`src/rtl/rx_frame_guard_if.sv`:
```
// rx_frame_guard_if
// Groups the frame input from the SPI slave and the qualified command/status
// outputs of rx_frame_guard.
//   rx_data    frame from spi_slave, valid only with rx_valid
//   rx_valid   one-cycle pulse: frame complete
//   cmd_data   last good write payload, joint-enable field masked unless linked
//   cmd_strobe one-cycle pulse: cmd_data just updated
//   link_ok    host link healthy
//   timed_out  comms watchdog expired
//   frame_cnt  good frame count (wrapping)
//   err_cnt    bad header count (saturating)
// master: frame source side; slave: the guard itself.
interface rx_frame_guard_if #(
  parameter int BUFFER_SIZE = 240
);
  logic [BUFFER_SIZE-1:0] rx_data;
  logic                   rx_valid;
  logic [BUFFER_SIZE-1:0] cmd_data;
  logic                   cmd_strobe;
  logic                   link_ok;
  logic                   timed_out;
  logic [15:0]            frame_cnt;
  logic [7:0]             err_cnt;

  modport master (
    output rx_data, rx_valid,
    input  cmd_data, cmd_strobe, link_ok, timed_out, frame_cnt, err_cnt
  );

  modport slave (
    input  rx_data, rx_valid,
    output cmd_data, cmd_strobe, link_ok, timed_out, frame_cnt, err_cnt
  );
endinterface

```
`src/rtl/rx_frame_guard.sv`:
```
// rx_frame_guard
// Qualifies each completed SPI frame by its 32-bit header, latches write
// payloads into a held command register, counts good/bad frames and runs a
// comms watchdog that masks the joint enables when the host goes quiet.
// Ports:
//   clk  system clock
//   rst  synchronous active-high reset
//   bus  rx_frame_guard_if.slave (frame in, command/status out)
module rx_frame_guard #(
  parameter int          BUFFER_SIZE    = 240,
  parameter logic [31:0] HEADER_WRITE   = 32'h74697277,
  parameter logic [31:0] HEADER_READ    = 32'h72656164,
  parameter logic [23:0] TIMEOUT_CYCLES = 24'd2400000,
  parameter int          EN_LSB         = 8
) (
  input  logic             clk,
  input  logic             rst,
  rx_frame_guard_if.slave  bus
);

  typedef enum logic [1:0] {
    ST_WAIT    = 2'd0,
    ST_RUN     = 2'd1,
    ST_TIMEOUT = 2'd2
  } state_t;

  state_t                 state_reg, state_next;
  logic [BUFFER_SIZE-1:0] payload_reg, payload_next;
  logic                   strobe_reg, strobe_next;
  logic [15:0]            frame_cnt_reg, frame_cnt_next;
  logic [7:0]             err_cnt_reg, err_cnt_next;
  logic [23:0]            wd_cnt_reg, wd_cnt_next;

  logic [31:0]            hdr;
  logic                   good_w, good_r, good_frame, bad_frame;
  logic [BUFFER_SIZE-1:0] cmd_masked;

  // The host sends the header least significant byte first, so the top byte
  // of the frame lands in hdr[7:0].
  generate
    for (genvar gi = 0; gi < 4; gi++) begin : g_hdr
      assign hdr[8*gi +: 8] = bus.rx_data[BUFFER_SIZE-1-8*gi -: 8];
    end
  endgenerate

  assign good_w     = (hdr == HEADER_WRITE);
  assign good_r     = (hdr == HEADER_READ);
  assign good_frame = bus.rx_valid & (good_w | good_r);
  assign bad_frame  = bus.rx_valid & ~(good_w | good_r);

  always_ff @(posedge clk) begin
    if (rst) begin
      state_reg     <= ST_WAIT;
      payload_reg   <= '0;
      strobe_reg    <= 1'b0;
      frame_cnt_reg <= 16'd0;
      err_cnt_reg   <= 8'd0;
      wd_cnt_reg    <= 24'd0;
    end else begin
      state_reg     <= state_next;
      payload_reg   <= payload_next;
      strobe_reg    <= strobe_next;
      frame_cnt_reg <= frame_cnt_next;
      err_cnt_reg   <= err_cnt_next;
      wd_cnt_reg    <= wd_cnt_next;
    end
  end

  always_comb begin
    state_next     = state_reg;
    payload_next   = payload_reg;
    strobe_next    = 1'b0;
    frame_cnt_next = frame_cnt_reg;
    err_cnt_next   = err_cnt_reg;
    wd_cnt_next    = wd_cnt_reg;

    if (good_frame) begin
      frame_cnt_next = frame_cnt_reg + 16'd1;
    end
    if (good_frame && good_w) begin
      payload_next = bus.rx_data;
      strobe_next  = 1'b1;
    end
    if (bad_frame && (err_cnt_reg != 8'hFF)) begin
      err_cnt_next = err_cnt_reg + 8'd1;
    end

    case (state_reg)
      ST_WAIT: begin
        wd_cnt_next = 24'd0;
        if (good_frame) begin
          state_next = ST_RUN;
        end
      end
      ST_RUN: begin
        // A good frame arriving on the expiry cycle keeps the link up.
        if (good_frame) begin
          wd_cnt_next = 24'd0;
        end else if (wd_cnt_reg == TIMEOUT_CYCLES - 24'd1) begin
          state_next  = ST_TIMEOUT;
          wd_cnt_next = 24'd0;
        end else begin
          wd_cnt_next = wd_cnt_reg + 24'd1;
        end
      end
      ST_TIMEOUT: begin
        wd_cnt_next = 24'd0;
        if (good_frame) begin
          state_next = ST_RUN;
        end
      end
      default: begin
        state_next  = ST_WAIT;
        wd_cnt_next = 24'd0;
      end
    endcase
  end

  // The payload is held across a timeout; only the enable field is gated so
  // the old enables come back if the link recovers via a read frame.
  always_comb begin
    cmd_masked = payload_reg;
    if (state_reg != ST_RUN) begin
      cmd_masked[EN_LSB +: 8] = 8'h00;
    end
  end

  assign bus.cmd_data   = cmd_masked;
  assign bus.cmd_strobe = strobe_reg;
  assign bus.link_ok    = (state_reg == ST_RUN);
  assign bus.timed_out  = (state_reg == ST_TIMEOUT);
  assign bus.frame_cnt  = frame_cnt_reg;
  assign bus.err_cnt    = err_cnt_reg;

endmodule

```
`src/flat_wrapper.sv`:
```
// flat-port wrapper written by rule: the top's interface ports become plain ports
module rx_frame_guard_flat 
#(
  parameter int          BUFFER_SIZE    = 240,
  parameter logic [31:0] HEADER_WRITE   = 32'h74697277,
  parameter logic [31:0] HEADER_READ    = 32'h72656164,
  parameter logic [23:0] TIMEOUT_CYCLES = 24'd2400000,
  parameter int          EN_LSB         = 8
)
  (clk, rst, bus_rx_data, bus_rx_valid, bus_cmd_data, bus_cmd_strobe, bus_link_ok, bus_timed_out, bus_frame_cnt, bus_err_cnt);
  rx_frame_guard_if #(.BUFFER_SIZE(BUFFER_SIZE)) bus_i ();
  input  logic clk;
  input  logic rst;
  input wire logic [$bits(bus_i.rx_data)-1:0] bus_rx_data;
  input wire logic [$bits(bus_i.rx_valid)-1:0] bus_rx_valid;
  output wire logic [$bits(bus_i.cmd_data)-1:0] bus_cmd_data;
  output wire logic [$bits(bus_i.cmd_strobe)-1:0] bus_cmd_strobe;
  output wire logic [$bits(bus_i.link_ok)-1:0] bus_link_ok;
  output wire logic [$bits(bus_i.timed_out)-1:0] bus_timed_out;
  output wire logic [$bits(bus_i.frame_cnt)-1:0] bus_frame_cnt;
  output wire logic [$bits(bus_i.err_cnt)-1:0] bus_err_cnt;
  assign bus_i.rx_data = bus_rx_data;
  assign bus_i.rx_valid = bus_rx_valid;
  assign bus_cmd_data = bus_i.cmd_data;
  assign bus_cmd_strobe = bus_i.cmd_strobe;
  assign bus_link_ok = bus_i.link_ok;
  assign bus_timed_out = bus_i.timed_out;
  assign bus_frame_cnt = bus_i.frame_cnt;
  assign bus_err_cnt = bus_i.err_cnt;
  rx_frame_guard #(.BUFFER_SIZE(BUFFER_SIZE), .HEADER_WRITE(HEADER_WRITE), .HEADER_READ(HEADER_READ), .TIMEOUT_CYCLES(TIMEOUT_CYCLES), .EN_LSB(EN_LSB)) u_core (.clk(clk), .rst(rst), .bus(bus_i));
endmodule
```
`config.mk`:
```
export PLATFORM = sky130hd
export DESIGN_NAME = rx_frame_guard_flat
export DESIGN_NICKNAME = d
export VERILOG_FILES = /design/src/rtl/rx_frame_guard_if.sv /design/src/rtl/rx_frame_guard.sv /design/src/flat_wrapper.sv
export SDC_FILE = /design/constraint.sdc
export NUM_CORES = 1
export LEC_CHECK = 0
export ABC_AREA = 1
export CAP_MARGIN = 15
export CELL_PAD_IN_SITES_DETAIL_PLACEMENT = 1
export CELL_PAD_IN_SITES_GLOBAL_PLACEMENT = 2
export CORE_UTILIZATION = 22
export DETAILED_ROUTE_END_ITERATION = 16
export HOLD_SLACK_MARGIN = 0.05
export PLACE_DENSITY = 0.77
export SETUP_SLACK_MARGIN = 0.02
export SLEW_MARGIN = 20
export SYNTH_ARGS = -nofsm -noshare
export SYNTH_HDL_FRONTEND = slang
export SYNTH_SLANG_ARGS = --single-unit
export TNS_END_PERCENT = 1
```
`constraint.sdc`:
```
create_clock -name clk -period 1.7 [get_ports clk]
set_input_delay 0.255 -clock clk [delete_from_list [all_inputs] [get_ports clk]]
set_output_delay 0.255 -clock clk [all_outputs]
set_load 0.02 [all_outputs]
```
; ---- After elaboration in Yosys (flattened, before gate mapping)
; Cells that the tools add are included.
[classes]
bitwise_logic = 5
n_addsub = 3
n_reduce_logical = 6
muxes = 6
eq_ne = 10
[ops]
columns = cell, n
row1 = $eq 32x31->1 const B, 2
row2 = $add 24x1->24 const B, 1
row3 = $eq 24x22->1 const B, 1
row4 = $add 16x1->16 const B, 1
row5 = $add 8x1->8 const B, 1
row6 = $mux 8, 1
row7 = $ne 8x8->1 const B, 1
row8 = $mux 2, 3
row9 = $ne 2x1->1 const B, 3
row10 = $pmux 2 s2, 1
row11 = $reduce_or 4->1, 1
row12 = $reduce_and 3->1, 1
row13 = $and 1x1->1, 2
row14 = $eq 2x1->1 const B, 1
row15 = $eq 2x2->1 const B, 1
row16 = $logic_and 1x1->1, 2
row17 = $logic_not 2->1, 1
row18 = $ne 2x2->1 const B, 1
row19 = $not 1->1, 2
row20 = $reduce_or 2->1, 1
row21 = $mux 1, 1
row22 = $or 1x1->1, 1
[word_totals]
inputBits = 243
output_inout_bits = 267
register_bits = 291
elab_cells = 36

; ---- Longest topological paths before layout
; Gate-level depths: netlist of the first run.
[depth]
depth_word = 5
depth_mapped = 12
mapped_depth_nobuf = 11

; ---- Least setup slack after synthesis of the first run
; No wires, ideal clock.
[synth_path]
path_kind = reg2reg
from = register u_core.wd_cnt_reg[0]
to = register u_core.wd_cnt_reg[10]
required_ns = 1.584
setup_ns = 0.116
arrival_ns = 1.534
setup_slack_ns = 0.050
period_less_slack_ns = 1.650
path_buffers = 1
path_stages_with_launch = 10
path_cell_list = dfxtp_1 ha_1 nand3_1 nor3_2 nand3_1 nand2_1 inv_1 nand3_2 buf_2 nor2_1
[synth_between]
elab_chain_cells = 2
elab_cells_between_ends = 3
cone_classes = add/sub: 1 / eq/ne: 1 / reduce/logical: 1
[synth_lines]
columns = element, line_no
row1 = from (decl), rx_frame_guard.sv:32  ; logic [23:0] wd_cnt_reg, wd_cnt_next;
row2 = from (signal assigned), rx_frame_guard.sv:65  ; wd_cnt_reg <= wd_cnt_next;
row3 = "parallel branches: the longest is 2 deep, another holds $add 24x1->24", --
; Parallel ways; which one is timed is not known.
; A chain may end at the register's enable or synchronous reset.

; ---- Worst setup path after layout of the first run
[layout_path]
from = register u_core.state_reg[0]
to = output port bus_cmd_data[10]
[layout_between]
elab_chain_cells = 2
[layout_lines]
columns = element, line_no
row1 = from (decl), rx_frame_guard.sv:27  ; state_t state_reg, state_next;
row2 = from (signal assigned), rx_frame_guard.sv:60  ; state_reg <= state_next;
row3 = $ne 2x1->1, rx_frame_guard.sv:123  ; if (state_reg != ST_RUN) begin
row4 = $mux 8, rx_frame_guard.sv:123
row5 = to (decl), flat_wrapper.sv:16  ; output wire logic [$bits(bus_i.cmd_data)-1:0] bus_cmd_data;
; Every way passes these cells.

==> results_dict.tcl, run 1 <==
set metrics [dict create \
    status "finished, violations left" \
    violations "setup timing" \
    avgRoutedWirePerCell_um 18.3 \
    syn_area_um2 14300 \
    io_pins 510 \
    maxSlewViolCount 0 \
    hold_viol_final 0 \
    crit_family "buffers and inverters" \
    pre_cts_ws_ns -0.689 \
    tightest_slew_ns 0.400 \
    critical_path_depth 7 \
    path_buf_inv 5 \
    yosys_warnings 0 \
    syn_to_final_growth_pct 42.0 \
    critPathLaunchType "flip-flop" \
    crit_fanout 7 \
    largest_register_ffs 240 \
    fillerInstances 7675 \
    crit_required_ns 1.44 \
    skew_ns 0.00869 \
    synth_top_area_share 0.406 \
    place_congestion 0.837 \
    p_total_w 0.0167 \
    timing.rr.start "u_core.wd_cnt_reg[1]" \
    cts-root-buf "clkbuf_16" \
    postSynthCellCount 1846 \
    h-tree-depth 2 \
    slowest_delay_ns 0.33 \
    dieArea_um2 66200 \
    port_buffers 509 \
    drc 0 \
    arrival_ns 1.54 \
    path_cells "inv_2, nor2_4, clkinv_2, buf_8, buf_6, nor2_4, buf_6" \
    multi_input_area_um2 5740 \
    clk_latency_ns 0.54 \
    drt_wl_total_um 55300 \
    hold_buffers 0 \
    whs_path_depth 2 \
    clock_sinks 291 \
    holdPathEnd "u_core.payload_reg[234]" \
    r2r_end "u_core.wd_cnt_reg[2]" \
    max_slew_margin 0.733 \
    fin_util 0.316 \
    cellPowerDensity_nw_per_um2 819 \
    cap_violations 0 \
    hold_path_class "input pin to flip-flop" \
    ys_seq_area_frac 0.406 \
    core-area_um2 64500 \
    grt_pass1_vias 14591 \
    start_util 0.222 \
    ant_nets 0 \
    leakage_nw 8.21 \
    final.min_clock_period_ns 1.79 \
    antenna_found_initial 3 \
    clkTransAtPathRegs_ns 0.06 \
    cpMaxStageDelayCell "dfxtp_2" \
    grt_max_degree 66 \
    ctsLongestPathBuffers 3 \
    drt_iter0_markers 630 \
    nets 2380 \
    post-route-period-util 1.05 \
    dp.cells 2944 \
    drive_gt1_frac 0.117 \
    synthTopCellsByArea "dfxtp_1 (41%), buf_4 (13%), nand4_1 (9.9%)" \
    cts_tree "built" \
    worst_ir_drop_vdd_v 0.000518 \
    row_count 93 \
    grt_pass1_wl_um 85700 \
    grt.overflow.total 0 \
    drt_first_pass_iters 5 \
    stdcell_count 3021 \
    grt_usage 0.162 \
    seqCellArea_um2 5830 \
    clock.fmax_ghz 0.559 \
    routed-via-count 13947 \
    critPathKind "flip-flop to primary output" \
    endpoint_kind "primary output" \
    hp-start "rst" \
    syn_area_per_cell_um2 7.76 \
    synth_nets 2092 \
    fp.dieW_um 257 \
    final.setup.tns_ns -0.351 \
    finalSetupViolCount 7 \
    dp_hpwl_um 39300 \
    rsz0062_at_grt "yes" \
    post_drt_via_cell_ratio 4.62 \
    yosysTopAreaCell "dfxtp_1" \
    worst_slack_ns -0.0900 \
    ys_seq_elements 291 \
    cts_buffers 38 \
    rr_worst_depth 9 \
    rrSetupSlack_ns 0.14 \
    die_h_um 257 \
    synth.distinct_cells 33 \
]
## synthesized netlist by cell type
| master | count |
|---|---|
| dfxtp_1 | 291 |
| buf_4 | 247 |
| a21oi_1 | 233 |
| nand4_1 | 226 |
| nand2_1 | 153 |
| nor2_1 | 147 |
| o21ai_0 | 108 |
| o21ai_1 | 100 |
| clkbuf_1 | 77 |
| inv_1 | 77 |
| nand3_1 | 53 |
| buf_6 | 28 |
| buf_2 | 19 |
| xor2_1 | 19 |
| and3_1 | 14 |
| xnor2_1 | 11 |
| buf_1 | 10 |
| nor3_1 | 8 |
| nor2_2 | 4 |
| ha_1 | 3 |
| nand2_2 | 3 |
| buf_8 | 2 |
| inv_2 | 2 |
| o21ai_2 | 2 |
| clkbuf_2 | 1 |
| clkinv_1 | 1 |
| nand2_8 | 1 |
| nand3_2 | 1 |
| nand3b_1 | 1 |
| nor3_2 | 1 |
| nor3_4 | 1 |
| nor3b_1 | 1 |
| nor4_1 | 1 |
## kinds of logic after synthesis
group / synth area share
xor+xnor: 0.0183
flops: 0.406
buf+inv: 0.204
simple gates: 0.213
fa+ha+maj: 0.00262
compound gates: 0.155
## worst reg2reg max path: stages, from the launching register on
cell and delay, ns:
dfxtp_2 0.34, ha_1 0.19, nand3_2 0.11, nor3_2 0.21, nand3_2 0.13, nand2_1 0.10, inv_1 0.05, nand3_2 0.08
buf_12 0.17, nor2_1 0.06
## per-layer routing
layer / vias up / part of all wire / GRT usage
li1: 6716 / - / -
met5: - / 0 / 0
met1: 6789 / 0.43 / 0.195
met2: 366 / 0.49 / 0.281
met4: 0 / 0.024 / 0.0519
met3: 76 / 0.055 / 0.0370
## per-stage QoR
| stage | instance area [um^2] | hold WS [ns] |
|---|---|---|
| floorplan | 14300 | 0.429 |
| global placement | 19100 | 0.448 |
| detailed placement | 19100 | 0.462 |
| CTS | 20200 | 0.132 |
| global route | 20400 | 0.164 |
| finish | 20400 | 0.153 |
## placed cells by master (no fill, tap or decap), types with 7 or more instances in the layout
master,count
o21ai_0,102
buf_12,20
xor2_1,19
nand3_1,51
a21oi_1,228
clkdlybuf4s50_1,232
buf_4,97
nand4_1,226
o21ai_1,106
dlygate4sd2_1,248
xnor2_1,11
buf_6,14
dfxtp_1,287
nor2_4,12
nor2_2,7
clkbuf_8,12
nor3_1,7
clkinv_2,7
and3_1,14
inv_1,74
nor2_1,132
nand2_1,148
clkbuf_16,39
dlymetal6s2s_1,7
## where the power goes
| group | switching [W] | internal [W] |
|---|---|---|
| Clock | 0.00329 | 0.00545 |
| Combinational | 0.000494 | 0.000608 |
| Sequential | 0.00000461 | 0.00682 |
| Total | 0.00378 | 0.0129 |
## how the worst max path moves through the flow
stage / end / from
after floorplan: u_core.wd_cnt_reg[10] / u_core.wd_cnt_reg[0]
after global placement: u_core.payload_reg[65] / bus_rx_data[215]
after detailed placement: u_core.payload_reg[25] / bus_rx_data[223]
after CTS: bus_cmd_data[9] / u_core.state_reg[0]
after global routing: bus_cmd_data[10] / u_core.state_reg[0]
final: bus_cmd_data[10] / u_core.state_reg[0]
## repair_timing
action,CTS,global route
gates cloned,0,0
buffers inserted,4,1
resized for setup,335,56
setup endpoints to repair,482,279
pin swaps,3,33
endpoints found under the hold margin,0,0
## final cells by class
type | instances | share of cell area
clock buffer | 55 | 0.0563
timing repair buffer | 632 | 0.297
multi-input combinational | 1091 | 0.282
clock inverter | 14 | 0.0101
antenna | 3 | 0.000369
sequential | 291 | 0.286
tap | 855 | 0.0526
inverter | 80 | 0.0151
(Power assumes the default switching activity.)
==> inputs of run 2 (changes only) <==
SLEW_MARGIN = not set   (was 20)
==> results of run 2 <==
The final DEF is identical to that of run 1; final timing and power are the same.
